<file path="config.mk">
export PLATFORM = sky130hd
export DESIGN_NAME = tapline_mc_flat
export DESIGN_NICKNAME = d
export VERILOG_FILES = /design/src/rtl/tapline_mc_if.sv /design/src/rtl/tapline_mc.sv /design/src/flat_wrapper.sv
export SDC_FILE = /design/constraint.sdc
export NUM_CORES = 1
export LEC_CHECK = 0
export BUFFER_PORTS_ARGS = -buffer_cell sky130_fd_sc_hd__buf_2
export CELL_PAD_IN_SITES_DETAIL_PLACEMENT = 0
export CELL_PAD_IN_SITES_GLOBAL_PLACEMENT = 1
export CORE_ASPECT_RATIO = 1.2
export CORE_UTILIZATION = 45
export CTS_BUF_LIST = sky130_fd_sc_hd__clkbuf_16
export CTS_CLUSTER_SIZE = 8
export DETAILED_ROUTE_END_ITERATION = 7
export PLACE_DENSITY = 0.8
export RECOVER_POWER = 100
export SLEW_MARGIN = 20
export SYNTH_ARGS = -nofsm -noshare
export SYNTH_HDL_FRONTEND = slang
export SYNTH_SLANG_ARGS = --single-unit
</file>
<file path="constraint.sdc">
create_clock -name clk -period 2.9 [get_ports clk]
set_clock_uncertainty 0.2 [all_clocks]
set_input_delay 0.29 -clock clk [delete_from_list [all_inputs] [get_ports clk]]
set_output_delay 0.29 -clock clk [all_outputs]
set_load 0.02 [all_outputs]
</file>
<file path="src/rtl/tapline_mc_if.sv">
// Bus bundle for the tapline_mc tap delay line: sample request side plus BRAM write side.
// With TAPLINE_FLUSH_EN defined the bundle also carries the flush request.
interface tapline_mc_if #(
  parameter int CH_SIZE   = 1,
  parameter int ADDR_SIZE = 5,
  parameter int DATA_SIZE = 12
);
  logic                 start;
  logic [CH_SIZE-1:0]   ch;
  logic [DATA_SIZE-1:0] di;
`ifdef TAPLINE_FLUSH_EN
  logic                 flush;
`endif
  logic [ADDR_SIZE-1:0] addr;
  // tap data output; "do" is a reserved word, hence dout
  logic [DATA_SIZE-1:0] dout;
  logic                 en;
  logic                 done;
  logic                 ready;
  logic                 busy;
  logic                 drop;

  modport master (
`ifdef TAPLINE_FLUSH_EN
    output flush,
`endif
    output start, ch, di,
    input  addr, dout, en, done, ready, busy, drop
  );

  modport slave (
`ifdef TAPLINE_FLUSH_EN
    input  flush,
`endif
    input  start, ch, di,
    output addr, dout, en, done, ready, busy, drop
  );
endinterface

</file>
<file path="src/rtl/tapline_mc.sv">
// Multi-channel circular tap delay line streaming M taps per start to a BRAM write port.
// Optional TAPLINE_FLUSH_EN adds a one-cycle clear of all channels while idle.
module tapline_mc #(
  parameter int M         = 4,
  parameter int CHANNELS  = 2,
  parameter int CH_SIZE   = 1,
  parameter int ADDR_SIZE = 5,
  parameter int DATA_SIZE = 12,
  parameter int EN_PERIOD = 2
) (
  input logic         clk,
  input logic         rst,
  tapline_mc_if.slave bus
);
  localparam int PTR_W  = $clog2(M);
  localparam int CIDX_W = (CHANNELS > 1) ? $clog2(CHANNELS) : 1;
  localparam int PH_W   = (EN_PERIOD > 1) ? $clog2(EN_PERIOD) : 1;
  localparam logic [CH_SIZE:0] CH_LIMIT = (CH_SIZE+1)'(CHANNELS);

  typedef enum logic [1:0] {S_IDLE, S_ADD, S_WRITE} state_t;

  state_t               state_q, state_d;
  logic [DATA_SIZE-1:0] buff [CHANNELS][M];
  logic [PTR_W-1:0]     wptr [CHANNELS];
  logic [CIDX_W-1:0]    ch_q;
  logic [DATA_SIZE-1:0] di_q;
  logic [PTR_W-1:0]     k;
  logic [PH_W-1:0]      phase;
  logic                 ready_q;

  logic             ch_ok, flush_req, accept, clear_all, en_int, done_int;
  logic [PTR_W-1:0] cur_ptr, nxt_ptr, rd_idx;

  always_ff @(posedge clk) begin
    if (rst) state_q <= S_IDLE;
    else     state_q <= state_d;
  end

  always_comb begin
    state_d   = state_q;
`ifdef TAPLINE_FLUSH_EN
    flush_req = bus.flush;
`else
    flush_req = 1'b0;
`endif
    ch_ok     = ({1'b0, bus.ch} < CH_LIMIT);
    accept    = bus.start & ~rst & (state_q == S_IDLE) & ch_ok & ~flush_req;
    clear_all = rst | (flush_req & (state_q == S_IDLE));
    cur_ptr   = wptr[ch_q];
    nxt_ptr   = (cur_ptr == PTR_W'(M-1)) ? '0 : cur_ptr + 1'b1;
    // explicit wrap keeps the read index correct for non-power-of-two M
    if (cur_ptr >= k) rd_idx = cur_ptr - k;
    else              rd_idx = PTR_W'({1'b0, cur_ptr} + (PTR_W+1)'(M) - {1'b0, k});
    en_int    = (state_q == S_WRITE) && (phase == PH_W'(EN_PERIOD-1));
    done_int  = en_int && (k == PTR_W'(M-1));

    bus.en    = en_int;
    bus.done  = done_int;
    bus.ready = ready_q;
    bus.busy  = (state_q != S_IDLE);
    bus.drop  = bus.start & ~rst & ((state_q != S_IDLE) | ~ch_ok | flush_req);
    bus.addr  = '0;
    bus.dout  = '0;
    if (state_q == S_WRITE) begin
      bus.addr = ADDR_SIZE'(ch_q) * ADDR_SIZE'(M) + ADDR_SIZE'(k);
      bus.dout = buff[ch_q][rd_idx];
    end

    case (state_q)
      S_IDLE:  if (accept) state_d = S_ADD;
      S_ADD:   state_d = S_WRITE;
      S_WRITE: if (done_int) state_d = S_IDLE;
      default: state_d = S_IDLE;
    endcase
  end

  // The new sample lands at the advanced pointer, so the newest tap is always at wptr.
  always_ff @(posedge clk) begin
    if (clear_all) begin
      for (int c = 0; c < CHANNELS; c++) begin
        wptr[c] <= '0;
        for (int t = 0; t < M; t++) buff[c][t] <= '0;
      end
    end else if (state_q == S_ADD) begin
      wptr[ch_q]          <= nxt_ptr;
      buff[ch_q][nxt_ptr] <= di_q;
    end
  end

  always_ff @(posedge clk) begin
    if (rst) begin
      ch_q    <= '0;
      di_q    <= '0;
      k       <= '0;
      phase   <= '0;
      ready_q <= 1'b0;
    end else begin
      ready_q <= done_int;
      if (accept) begin
        ch_q <= bus.ch[CIDX_W-1:0];
        di_q <= bus.di;
      end
      if (state_q == S_ADD) begin
        k     <= '0;
        phase <= '0;
      end else if (state_q == S_WRITE) begin
        phase <= (phase == PH_W'(EN_PERIOD-1)) ? '0 : phase + 1'b1;
        if (en_int) k <= k + 1'b1;
      end
    end
  end
endmodule

</file>
<file path="src/flat_wrapper.sv">
// flat-port wrapper written by rule: the top's interface ports become plain ports
module tapline_mc_flat 
#(
  parameter int M         = 4,
  parameter int CHANNELS  = 2,
  parameter int CH_SIZE   = 1,
  parameter int ADDR_SIZE = 5,
  parameter int DATA_SIZE = 12,
  parameter int EN_PERIOD = 2
)
  (clk, rst, bus_start, bus_ch, bus_di, bus_addr, bus_dout, bus_en, bus_done, bus_ready, bus_busy, bus_drop);
  tapline_mc_if #(.CH_SIZE(CH_SIZE), .ADDR_SIZE(ADDR_SIZE), .DATA_SIZE(DATA_SIZE)) bus_i ();
  input logic clk;
  input logic rst;
  input wire logic [$bits(bus_i.start)-1:0] bus_start;
  input wire logic [$bits(bus_i.ch)-1:0] bus_ch;
  input wire logic [$bits(bus_i.di)-1:0] bus_di;
  output wire logic [$bits(bus_i.addr)-1:0] bus_addr;
  output wire logic [$bits(bus_i.dout)-1:0] bus_dout;
  output wire logic [$bits(bus_i.en)-1:0] bus_en;
  output wire logic [$bits(bus_i.done)-1:0] bus_done;
  output wire logic [$bits(bus_i.ready)-1:0] bus_ready;
  output wire logic [$bits(bus_i.busy)-1:0] bus_busy;
  output wire logic [$bits(bus_i.drop)-1:0] bus_drop;
  assign bus_i.start = bus_start;
  assign bus_i.ch = bus_ch;
  assign bus_i.di = bus_di;
  assign bus_addr = bus_i.addr;
  assign bus_dout = bus_i.dout;
  assign bus_en = bus_i.en;
  assign bus_done = bus_i.done;
  assign bus_ready = bus_i.ready;
  assign bus_busy = bus_i.busy;
  assign bus_drop = bus_i.drop;
  tapline_mc #(.M(M), .CHANNELS(CHANNELS), .CH_SIZE(CH_SIZE), .ADDR_SIZE(ADDR_SIZE), .DATA_SIZE(DATA_SIZE), .EN_PERIOD(EN_PERIOD)) u_core (.clk(clk), .rst(rst), .bus(bus_i));
endmodule
</file>
# After elaboration in Yosys (flattened, before gate mapping)
# Memories as Yosys holds them, arrays and structs flattened. A register that Yosys moved wholly into a read port is not among the register bits.
# Index checks and enable logic that the tools add are counted.
# Widths: inputs -> output; s select.
# op_classes
add_sub_neg	7
n_lt_le_gt_ge	4
eq_ne	6
n_mux	29
bitwise	6
n_reduce_logical	10
# ops
operator	n
$mux 48	3
$mux 12	4
$reduce_or 48->1	1
$bmux 12 s2	1
$demux 12 s2	1
$mux 1	13
$mux 2	5
$add 2x1->2 const B	3
$eq 2x2->1 const B	3
$ge 3x3->1 const B	2
$not 2->3	2
$pmux 2 s3	1
$add 3x2->4	1
$mux 4	1
$reduce_and 2->1	2
$reduce_or 2->1	2
$sub 2x2->2	2
$and 1x1->1	3
$logic_and 1x1->1	3
$lt 3x1->1 const B	1
$eq 2x1->1 const B	1
$ge 2x2->1	1
$logic_not 2->1	1
$ne 2x1->1 const B	1
4 further kinds	4
# word_totals
register_bits	19
ram_bits	100
input_bits	16
out_inout_bits	22
wordCells	70
memories	2
# memory_table
name	words	width	read_ports	rd_clocked_by_memory_dff	write_ports	line_no	rtl
u_core.buff	2	48	1	1	2	tapline_mc.sv:23	logic [DATA_SIZE-1:0] buff [CHANNELS][M];
u_core.wptr	2	2	1	1	2	tapline_mc.sv:24	logic [PTR_W-1:0] wptr [CHANNELS];

# Depth between registers and ports, before layout
# depth
depth_word	10
depth_mapped	10
depth_no_buf	7

# Worst setup path after synthesis
# No wires, ideal clock.
# synth_timing
kind	register to output
start	register with a tool-made name
end	output port bus_dout[0]
arrival_time_ns	2.489
required_ns	2.410
setup_slack_ns	-0.079
path_stages_with_launch	11
path_buffers	4
path_cell_list	dfxtp_1 buf_6 buf_2 mux2_2 inv_1 ha_1 clkbuf_1 clkbuf_1 mux4_2 mux2i_1 nor2_1
# synth_lines
element	line_no	rtl
to (decl)	flat_wrapper.sv:19	output wire logic [$bits(bus_i.dout)-1:0] bus_dout;

==> metrics <==
Async SR Flop Fraction 0%; top cells by count, synth edfxtp_1, nor2_1, nand2b_1; Finished Cell Area 6540 um^2; die width 101 um; Peak VDD IR 0.000471 V; slowest stage delay, CP 0.36 ns; hold slack ~0.13 ns; final net count approximately 470; Hold Vio Cnt, Final 0; clock latency on the worst-skew pair roughly 0.41 ns; cell mode on critical path xnor2_4; Reg clk slew, reported paths about 0.060 ns; critical path type flop to primary output; Post-DP Area roughly 5700 um^2; first-pass GRT wire length between 15000 and 20000 um; Post-DP HPWL between 7000 and 8000 um; largest net degree at the start of global routing 36; share of the synthesized area in the top cell type about 56%; critical path cell sequence mux2_4 > inv_4 > ha_4 > xnor2_4 > xnor2_4 > buf_12 > mux2i_2 > nor2_1 > buf_4; setup ws final roughly 0.11 ns; clk sink count 120; Avg WL per Cell ~19 um; Port-buffer cells 35; GP Congestion about 0.8; status completed; CP Data Required Time about 2.4 ns; DRT Pass-1 Iters 4; fin cells roughly 620; P&R area growth vs syn 22.8%; max-cap violations 0; Synth Instances 385; initial antenna violation count 0; P_leak 2.50 nW; TritonCTS clock tree built; EDFF count, synth 100; Netlist cell types 36; placement row count 43; pwr dens between 600 and 700 nW/um^2; number of fill cells 902; Final Max Slew Viols 0; Post-DRT Antenna Nets 0; Worst Path Max Fanout 7; Yosys reg bits 120; CP delay by family, top multiplexers; crit share post-route a little over nine tenths; CTS Buf Count 17; crit path buf inv count 3; register area share after synthesis about 64%; GRT overflow 0; Hold WC Path Type input pin to flop; I/O pins 38; worst-margin pin slew about 0.77 ns; Worst Path Arrival approximately 2.3 ns; vias in the first global route 3368; layout cell share with drive strength beyond 1 between 20% and 30%; TNS Setup 0 ns; root buffer cell clkbuf_16; Syn Area/Cell roughly 14 um^2; GRT Resource Usage Total a little over a fifth; via count about 3300; drt via density 5.33; slowest CP cell dfxtp_4; Slew headroom roughly half; YS warnings 0; htree depth 4; Area contributors post-synth edfxtp_1, mux4_2, dfxtp_1; mapped cell area 5320 um^2; Initial Util between 40 and 50%; CTS max path bufs 2; Post-Place Cells 569; Core ar. around 12000 um^2; pre-CTS worst setup slack 0.120 ns; Final setup viols 0; # diodes 0; Crit. End Element primary output; Peak Freq approximately 0.36 GHz; detailed router's first-iteration violation count between 200 and 300; fin crit period around 2.8 ns; Die ar. between 10000 and 15000 um^2; startpoint types flop; Die Ht around 120 um; most numerous cell in the Yosys netlist edfxtp_1; cell taking the most area after synthesis edfxtp_1; DRC 0; ys flop type edfxtp_1; Total Wirelength around 12000 um; RSZ-0062 raised after global routing true
[worst register-to-register path, cell delays in order (launching register included)]
cell     delay [ns]
dfxtp_4        0.36
buf_12         0.22
mux2i_4        0.40
inv_1          0.11
ha_1           0.22
nor4_1         0.29
nor3_1         0.08
buf_4          0.21
and2_1         0.21
[report_power, final]
part	switching (mW)	internal, mW	total (mW)
clock	0.693	1.32	2.01
combinational	0.232	0.201	0.433
sequential	0.0396	1.94	1.98
[cells by family (layout without fill, tap and decap cells)]
kind of cell | after synthesis | in the layout | synth area share, %
AO/OA/AOI/OAI | 28 | 28 | 3.17
XOR/XNOR | 3 | 3 | 0.635
adder cells (fa/ha/maj) | 6 | 6 | 1.41
buffers and inverters | 29 | 104 | 2.66
flip-flops | 120 | 120 | 63.9
multiplexers | 38 | 38 | 13.3
other | 1 | 2 | 0.0704
AND/OR/NAND/NOR | 160 | 160 | 14.8
[layout by cell type, fill, tap and decap left out, types with 4 or more instances in the layout]
cell           netlist  final
and3_1              12     12
nor2_1              66     66
mux4_1               4      4
dlygate4sd3_1        0     13
ha_1                 6      5
clkinv_2             0      5
mux4_2              20     20
a21oi_1              4      4
edfxtp_1           100    100
dfxtp_1             20     19
buf_2                5     33
o21ai_1              8      8
o21bai_1             5      5
o21ai_0              5      5
nand2b_1            32     32
clkbuf_16            0     17
nand2_1             19     19
and2_1              17     17
buf_4                3     21
mux2i_1             12     11
[per-stage QoR]
stage	total power [mW]	util [%]
6_report	4.43	56.5
5_1_grt	4.57	56.5
4_1_cts	4.44	56.1
3_5_place_dp	2.41	49.4
3_3_place_gp	2.40	49.4
2_1_floorplan	2.28	-
[state kept, by name (all words and copies together), names as in the netlist, named ones only]
| name | flops |
|---|---|
| u_core.state_q | 2 |
| u_core.buff | 96 |
| u_core.di_q | 12 |
| u_core.ch_q | 1 |
| u_core.bus.ready | 1 |
| u_core.k | 2 |
| u_core.phase | 1 |
| u_core.wptr | 4 |
[final timing paths]
check,start,end,slack [ns],cells past startpoint
max,flop,bus_dout[0],0.11,9
max reg2reg,flop,u_core.buff[1][0]$_DFFE_PP_,0.32,8
min reg2reg,u_core.di_q[10]$_SDFFE_PP0P_,u_core.di_q[10]$_SDFFE_PP0P_,0.29,2
min,rst,u_core.phase$_SDFFE_PP0N_,0.13,2
[per-layer routing]
metal	track usage [%]	wire length [um]	up-vias
met3	4.90	613	21
li1	-	-	1522
met4	10.4	253	0
met2	36.0	6240	112
met5	0	0	-
met1	26.2	4630	1639
[cell type report]
type                       instances  area [um^2]  area share, %
sequential                       120         3410           52.1
multi-input combinational        237         1830           28.0
timing repair buffer              71          524           8.02
clock buffer                      17          425           6.51
tap                              157          196           3.00
clock inverter                    14          141           2.16
inverter                           2         10.0          0.153
[timing repair]
item | 4_1_cts | 5_1_grt
gates resized for setup | 7 | 10
hold endpoints to repair | 14 | 0
buffers inserted | 4 | 1
pin swaps | 2 | 1
endpoints found under the setup margin | 12 | 18
cloned | 0 | 0
hold buffers | 13 | 0
No activity file was read; power rests on OpenSTA's default activity.
